<file path="src/rtl/bubble_sort_ctrl.sv">
// rtl/bubble_sort_ctrl.sv - multi-pass sequencer driving a 4-lane one-pass bubble stage
// Optional SORT_EARLY_EXIT_EN: finish as soon as a pass makes no swap, flagged on early_exit.
module bubble_sort_ctrl #(
  parameter int width     = 8,
  parameter int STAGE_LAT = 3,
  parameter int NPASS     = 3
) (
  input  logic             clk,
  input  logic             rst,
  input  logic             in_valid,
  output logic             in_ready,
  input  logic [width-1:0] in_data1,
  input  logic [width-1:0] in_data2,
  input  logic [width-1:0] in_data3,
  input  logic [width-1:0] in_data4,
  output logic             out_valid,
  input  logic             out_ready,
  output logic [width-1:0] out_data1,
  output logic [width-1:0] out_data2,
  output logic [width-1:0] out_data3,
  output logic [width-1:0] out_data4,
  output logic             busy,
  output logic [1:0]       pass_cnt,
`ifdef SORT_EARLY_EXIT_EN
  output logic             early_exit,
`endif
  output logic             stage_en,
  output logic [width-1:0] stage_in1,
  output logic [width-1:0] stage_in2,
  output logic [width-1:0] stage_in3,
  output logic [width-1:0] stage_in4,
  input  logic [width-1:0] stage_out1,
  input  logic [width-1:0] stage_out2,
  input  logic [width-1:0] stage_out3,
  input  logic [width-1:0] stage_out4
);

  localparam logic [1:0] IDLE = 2'd0;
  localparam logic [1:0] RUN  = 2'd1;
  localparam logic [1:0] CAP  = 2'd2;
  localparam logic [1:0] DONE = 2'd3;

  localparam logic [3:0] LAT_LAST  = 4'(STAGE_LAT - 1);
  localparam logic [1:0] PASS_LAST = 2'(NPASS - 1);

  logic [1:0]       state;
  logic [3:0]       lat_cnt;
  logic [width-1:0] w1, w2, w3, w4;
  logic             no_swap;

`ifdef SORT_EARLY_EXIT_EN
  assign no_swap = (stage_out1 == w1) && (stage_out2 == w2) &&
                   (stage_out3 == w3) && (stage_out4 == w4);
`else
  assign no_swap = 1'b0;
`endif

  // Work registers feed the stage continuously and double as the result.
  assign stage_in1 = w1;
  assign stage_in2 = w2;
  assign stage_in3 = w3;
  assign stage_in4 = w4;
  assign out_data1 = w1;
  assign out_data2 = w2;
  assign out_data3 = w3;
  assign out_data4 = w4;

  assign in_ready  = (state == IDLE);
  assign stage_en  = (state == RUN);
  assign out_valid = (state == DONE);
  assign busy      = (state != IDLE);

  always_ff @(posedge clk or posedge rst) begin
    if (rst) begin
      state    <= IDLE;
      lat_cnt  <= '0;
      pass_cnt <= '0;
      w1       <= '0;
      w2       <= '0;
      w3       <= '0;
      w4       <= '0;
    end else begin
      case (state)
        IDLE: begin
          if (in_valid) begin
            w1       <= in_data1;
            w2       <= in_data2;
            w3       <= in_data3;
            w4       <= in_data4;
            pass_cnt <= '0;
            lat_cnt  <= '0;
            state    <= RUN;
          end
        end
        RUN: begin
          lat_cnt <= lat_cnt + 4'd1;
          if (lat_cnt == LAT_LAST) state <= CAP;
        end
        CAP: begin
          w1 <= stage_out1;
          w2 <= stage_out2;
          w3 <= stage_out3;
          w4 <= stage_out4;
          if (pass_cnt == PASS_LAST || no_swap) begin
            state <= DONE;
          end else begin
            pass_cnt <= pass_cnt + 2'd1;
            lat_cnt  <= '0;
            state    <= RUN;
          end
        end
        default: begin
          // Handshake cycle returns to IDLE; in_ready rises only afterwards.
          if (out_ready) begin
            pass_cnt <= '0;
            state    <= IDLE;
          end
        end
      endcase
    end
  end

`ifdef SORT_EARLY_EXIT_EN
  always_ff @(posedge clk or posedge rst) begin
    if (rst) early_exit <= 1'b0;
    else if (state == IDLE) early_exit <= 1'b0;
    else if (state == CAP && no_swap) early_exit <= 1'b1;
  end
`endif

endmodule
</file>
<file path="config.mk">
export PLATFORM = sky130hd
export DESIGN_NAME = bubble_sort_ctrl
export DESIGN_NICKNAME = d
export VERILOG_FILES = /design/src/rtl/bubble_sort_ctrl.sv
export SDC_FILE = /design/constraint.sdc
export NUM_CORES = 1
export LEC_CHECK = 0
export CORE_AREA = 2 2 85 87
export CTS_CLUSTER_SIZE = 30
export DETAILED_ROUTE_END_ITERATION = 8
export DIE_AREA = 0 0 87 89
export PLACE_DENSITY_LB_ADDON = 0.12
export SLEW_MARGIN = 10
export SYNTH_ARGS = -nofsm -noshare
export SYNTH_HDL_FRONTEND = slang
export SYNTH_SLANG_ARGS = --single-unit
</file>
<file path="constraint.sdc">
create_clock -name clk -period 1.7 [get_ports clk]
set_input_delay 0.34 -clock clk [delete_from_list [all_inputs] [get_ports clk]]
set_output_delay 0.34 -clock clk [all_outputs]
set_load 0.05 [all_outputs]
</file>
## After elaboration in Yosys (flattened, before gate mapping)

Index checks and enable logic that the tools add are counted.
W data, S select, Z words.

| word-level totals | value |
|---|---|
| word-level logic and storage cells | 47 |
| flip-flop bits (word level) | 40 |
| output and inout bits | 70 |
| input port bits | 68 |

| operators by class | value |
|---|---|
| bitwise gates (word level) | 1 |
| multiplexer cells | 19 |
| eq/ne operators | 8 |
| $add $sub $neg | 2 |
| reduce and logical (&&, ||, !) cells | 10 |

Operators by type and width:

| cell | count |
|---|---|
| $pmux W8 S2 | 4 |
| $mux W8 | 4 |
| $mux W2 | 6 |
| $pmux W2 S3 | 2 |
| $pmux W4 S3 | 1 |
| $mux W4 | 2 |
| $eq A2 B2 Y1 const B | 3 |
| $reduce_and A3 Y1 | 2 |
| $reduce_bool A3 Y1 | 2 |
| $add A4 B1 Y4 const B | 1 |
| $eq A4 B2 Y1 const B | 1 |
| $ne A2 B2 Y1 const B | 2 |
| $reduce_and A4 Y1 | 1 |
| $reduce_bool A2 Y1 | 2 |
| $reduce_bool A4 Y1 | 1 |
| $add A2 B1 Y2 const B | 1 |
| $eq A2 B1 Y1 const B | 1 |
| $logic_not A2 Y1 | 1 |
| $ne A2 B1 Y1 const B | 1 |
| $reduce_and A2 Y1 | 1 |
| $not A1 Y1 | 1 |

## Depth between registers and ports, before layout

| depth | value |
|---|---|
| word-level depth | 3 |
| mapped depth | 6 |

## Least setup slack after synthesis

Ideal clock, no wire load.

| timing path | value |
|---|---|
| path kind | register -> register |
| start | register state[0] |
| end | register w4[3] (netlist: out_data4[3]) |
| setup time | 84 ps |
| setup slack | -281 ps |
| data arrival time | 1897 ps |
| stages on the path, launching flop included | 7 |
| path through | dfrtp_1 > inv_1 > ha_1 > mux2i_1 > buf_2 > nand2_1 > o21ai_0 |

| on the way | value |
|---|---|
| word-level cells in the longest chain between the ends | 3 |
| elaborated cells on any way between the ends | 6 |
| those cells by class | eq/ne (2); mux (1); reduce/logical (3) |

Ends and longest elaborated chain:

| what | RTL line | text |
|---|---|---|
| from (decl) | 46 | `logic [1:0] state;` |
| from (signal assigned) | 75 | `state <= IDLE;` |
| from (signal assigned) | 92 | `state <= RUN;` |
| from (signal assigned) | 97 | `if (lat_cnt == LAT_LAST) state <= CAP;` |
| $logic_not A2 Y1 * | - |  |
| via in_ready | 11 | `output logic in_ready,` |
| $ne A2 B2 Y1 (no line) / $reduce_bool A2 Y1 (equally long branches) | - |  |
| $reduce_and A2 Y1 (no line) | - |  |
| to (signal assigned) | 89 | `w4 <= in_data4;` |
| to (signal assigned) | 103 | `w4 <= stage_out4;` |
| to (decl) | 48 | `logic [width-1:0] w1, w2, w3, w4;` |

Mark *: on every way through the listed nets, which the timed path passes. The rest lies on a longest branch.
A chain may end at the register's enable or synchronous reset.

## Worst setup path in the final report

| timing path | value |
|---|---|
| start | register state[1] |
| end | output busy |

| on the way | value |
|---|---|
| word-level cells in the longest chain between the ends | 1 |

Ends and longest elaborated chain:

| what | RTL line | text |
|---|---|---|
| $reduce_bool A2 Y1 | 71 | `assign busy = (state != IDLE);` |
| to (decl) | 22 | `output logic busy,` |

Every way passes these cells.

==> key figures <==
Run
  – Max_cap viols: 0

STA
  – Minimum clock period: 1.65 ns
  – Hold violation count in the final report: 0
  – Period Utilization, post-route: 97.0%
  – Count of pins over their slew limit: 0
  – Max Freq: 0.606 GHz
  – Relative slew margins: 74.6%
  – Unrepaired setup endpoints after global routing: true
  – Pin slew with the least headroom to its limit: 0.378 ns
  – Worst setup skew after layout: 0.00169 ns
  – Count of endpoints failing setup in the final report: 0

GRT
  – Remaining global-route overflow: 0
  – Maximum number of pins on one net before global-route repair: 65
  – GRT Overall Usage: 14.9%
  – M3 GR Usage: 2.86%
  – Met2 capacity usage during global routing: 25.0%
  – Vias in the first global route: 1910
  – Antenna violations before repair: 0
  – Met1 Usage GRT: 19.3%
  – Busiest layer in global routing: met2
  – Global-route wire length before repair: 9150 um

Logic synthesis
  – Ranking of synthesized cells by area: sky130_fd_sc_hd__dfrtp_1 44%, sky130_fd_sc_hd__mux2i_1 16%, sky130_fd_sc_hd__buf_4 11%
  – Dominant cell type by area after synthesis: sky130_fd_sc_hd__dfrtp_1
  – Area share of the largest cell type after synthesis: 44.0%
  – Adder-cell area share of the yosys netlist: 4.95%
  – Dominant combinational cell family by area after synthesis: multiplexers
  – Synth Warn #: 0
  – Synth Area in XOR/XNOR: 0%
  – Post-synthesis instance total: 227
  – Number of distinct library cells after synthesis: 25
  – Post-synthesis sequential element count: 40
  – Sequential cell area fraction in the yosys report: 44.0%
  – Multiplexer fraction of the synthesized cell area: 16.8%
  – Compound-gate portion of the synthesized area: 10.8%
  – Mean instance size in the synthesized netlist: 10.0 um2
  – Cell area after synthesis: 2280 um2
  – Post-Syn Nets: 304
  – Post-synthesis simple-gate area fraction: 9.35%

Floorplanning
  – Die width: 87 um
  – Die extent in y: 89 um
  – Area of the placeable core: 6720 um2
  – Initial core utilization: 33.9%
  – Standard-cell row count: 30
  – Number of I/O pins: 138
  – Full die area: 7740 um2

Routing
  – Total vias in the final route: 2037
  – Residual DRC: 0
  – Length of the first detailed-routing pass in iterations: 3
  – Per-cell via count in the routed design: 4.70
  – Wirelength per Cell: 14.9 um
  – Post-detailed-route count of antenna-violating nets: 0
  – DRT Wirelength: 6450 um
  – Number of DRC markers in iteration 0: 32

Placed design
  – Gp weighted congestion: 0.715
  – Number of port buffers: 137
  – Detailed placer's ending HPWL: 4480 um
  – Placement Cell Area: 3490 um2

Critical path
  – Critical Path Fanout Max: 5
  – Endpoint kind of the worst setup timing path: output pin
  – Slowest cell on the critical path: sky130_fd_sc_hd__dfrtp_2
  – Critical path's largest stage delay: 0.42 ns
  – RR Startpoint: state[1]
  – Data required, critical path: 1.36 ns
  – Startpoint type of the worst setup path: flop
  – Crit Path Category: reg2out
  – WP data arrival: 1.31 ns
  – Capture instance of the worst register-to-register path: out_data3[0]
  – Reg2reg path depth: 8
  – Ordered list of cells on the worst path: inv_2, ha_1, buf_4, inv_1, buf_12
  – Reg2Reg Setup Slack: 0.05 ns

CTS
  – Max H-tree Level: 2
  – Clock buffers created by TritonCTS: 5
  – Cell at the root of the clock tree: sky130_fd_sc_hd__clkbuf_8
  – Clock-pin slew on the worst setup and hold paths: 0.07 ns
  – Number of clock sinks seen by CTS: 40
  – Clock tree from TritonCTS: yes
  – Worst-Skew Late Latency: 0.28 ns
  – CTS max path bufs: 2

Cells and area
  – Area of all placed cells without fillers: 3770 um2
  – Filler cells: 624
  – Post-synthesis to final-layout area growth: 65.5%
  – Most frequent cells in the layout: 83 x sky130_fd_sc_hd__buf_4, 67 x sky130_fd_sc_hd__clkdlybuf4s50_1, 37 x sky130_fd_sc_hd__dfrtp_1
  – Total area of sequential cells: 1000 um2
  – Multi-input gate area: 1040 um2
  – Share of cells above drive strength 1: 36.0%
  – Leading cell type in the layout, fill and taps excluded: sky130_fd_sc_hd__buf_4
  – Final antenna diode count: 0
  – # nets final: 430

Min path
  – Tightest Hold Check Type: in2async

Run status
  – Outcome: finished clean
[worst max-delay path by stage]
stage	slack (ns)	depth (start not counted)	end	startpoint
after global routing	-0.02	8	out_data1[5]	state[1]
after detailed placement	-0.06	5	pass_cnt[0]	in_valid
after floorplan	0.009	5	lat_cnt[3]	pass_cnt[0]
final	0.05	5	busy	state[1]
after CTS	0.0009	5	busy	state[1]
after global placement	-0.06	5	pass_cnt[1]	in_valid
[synthesized netlist by cell type (all sizes together)]
master	instances
buf	43
dfrtp	40
mux2i	36
o21ai	34
nand2	33
ha	9
inv	7
o31ai	5
nor3	4
a21oi	2
mux2	2
nor2b	2
a211oi	1
a21o	1
and2	1
nand3b	1
nand4b	1
nor2	1
nor4b	1
o21bai	1
or3b	1
or4	1
[cell type report]
class | count | area share, %
Clock buffer | 6 | 1.93
Clock inverter | 1 | 0.133
Inverter | 7 | 0.698
Multi-Input combinational cell | 137 | 27.6
Sequential cell | 40 | 26.7
Tap cell | 80 | 2.66
Timing Repair Buffer | 162 | 40.3
[sequential cells by signal (all words and copies together) (netlist names)]
signal and count:
lat_cnt 4, out_data1 8, out_data2 8, out_data3 8
out_data4 8, pass_cnt 2, state 2
[metal layers]
metal,up-vias,share of wire (%)
met1,946,43
met4,0,1.6
met3,9,6.7
met2,84,48
li1,998,-
met5,-,0
[critical path, delay by kind of cell (launching register included)]
family	cells	cell delay, ns
flip-flops	1	0.42
buffers and inverters	4	0.42
adder cells (fa/ha/maj)	1	0.18
[cell families (layout without fill, tap and decap cells)]
family	after synthesis	in the layout
AND/OR/NAND/NOR	46	46
AO/OA/AOI/OAI	44	44
multiplexers	38	38
adder cells (fa/ha/maj)	9	9
flip-flops	40	40
buffers and inverters	50	176
[through the flow]
step / setup TNS [ns] / utilization [%] / std cells / hold WS (ns) / worst slack, ns
floorplan: 0 / - / 227 / 0.511 / 0.00939
global placement: -0.267 / 52.0 / 417 / 0.474 / -0.0647
detailed placement: -0.263 / 52.0 / 417 / 0.484 / -0.0569
CTS: 0 / 53.4 / 425 / 0.391 / 0.000917
global route: -0.138 / 56.1 / 433 / 0.414 / -0.0174
finish: 0 / 56.1 / 433 / 0.394 / 0.0506
[what timing repair did]
item / in CTS / in global routing
hold endpoints to repair: 0 / 0
resized for setup: 1 / 25
endpoints found under the setup margin: 2 / 38
pin swaps: 0 / 2
setup buffers: 1 / 3
hold buffers: 0 / 0
cloned: 0 / 5
Power is not shown: default switching activity piles up to over one toggle a cycle in this logic, so the estimate is an artifact.
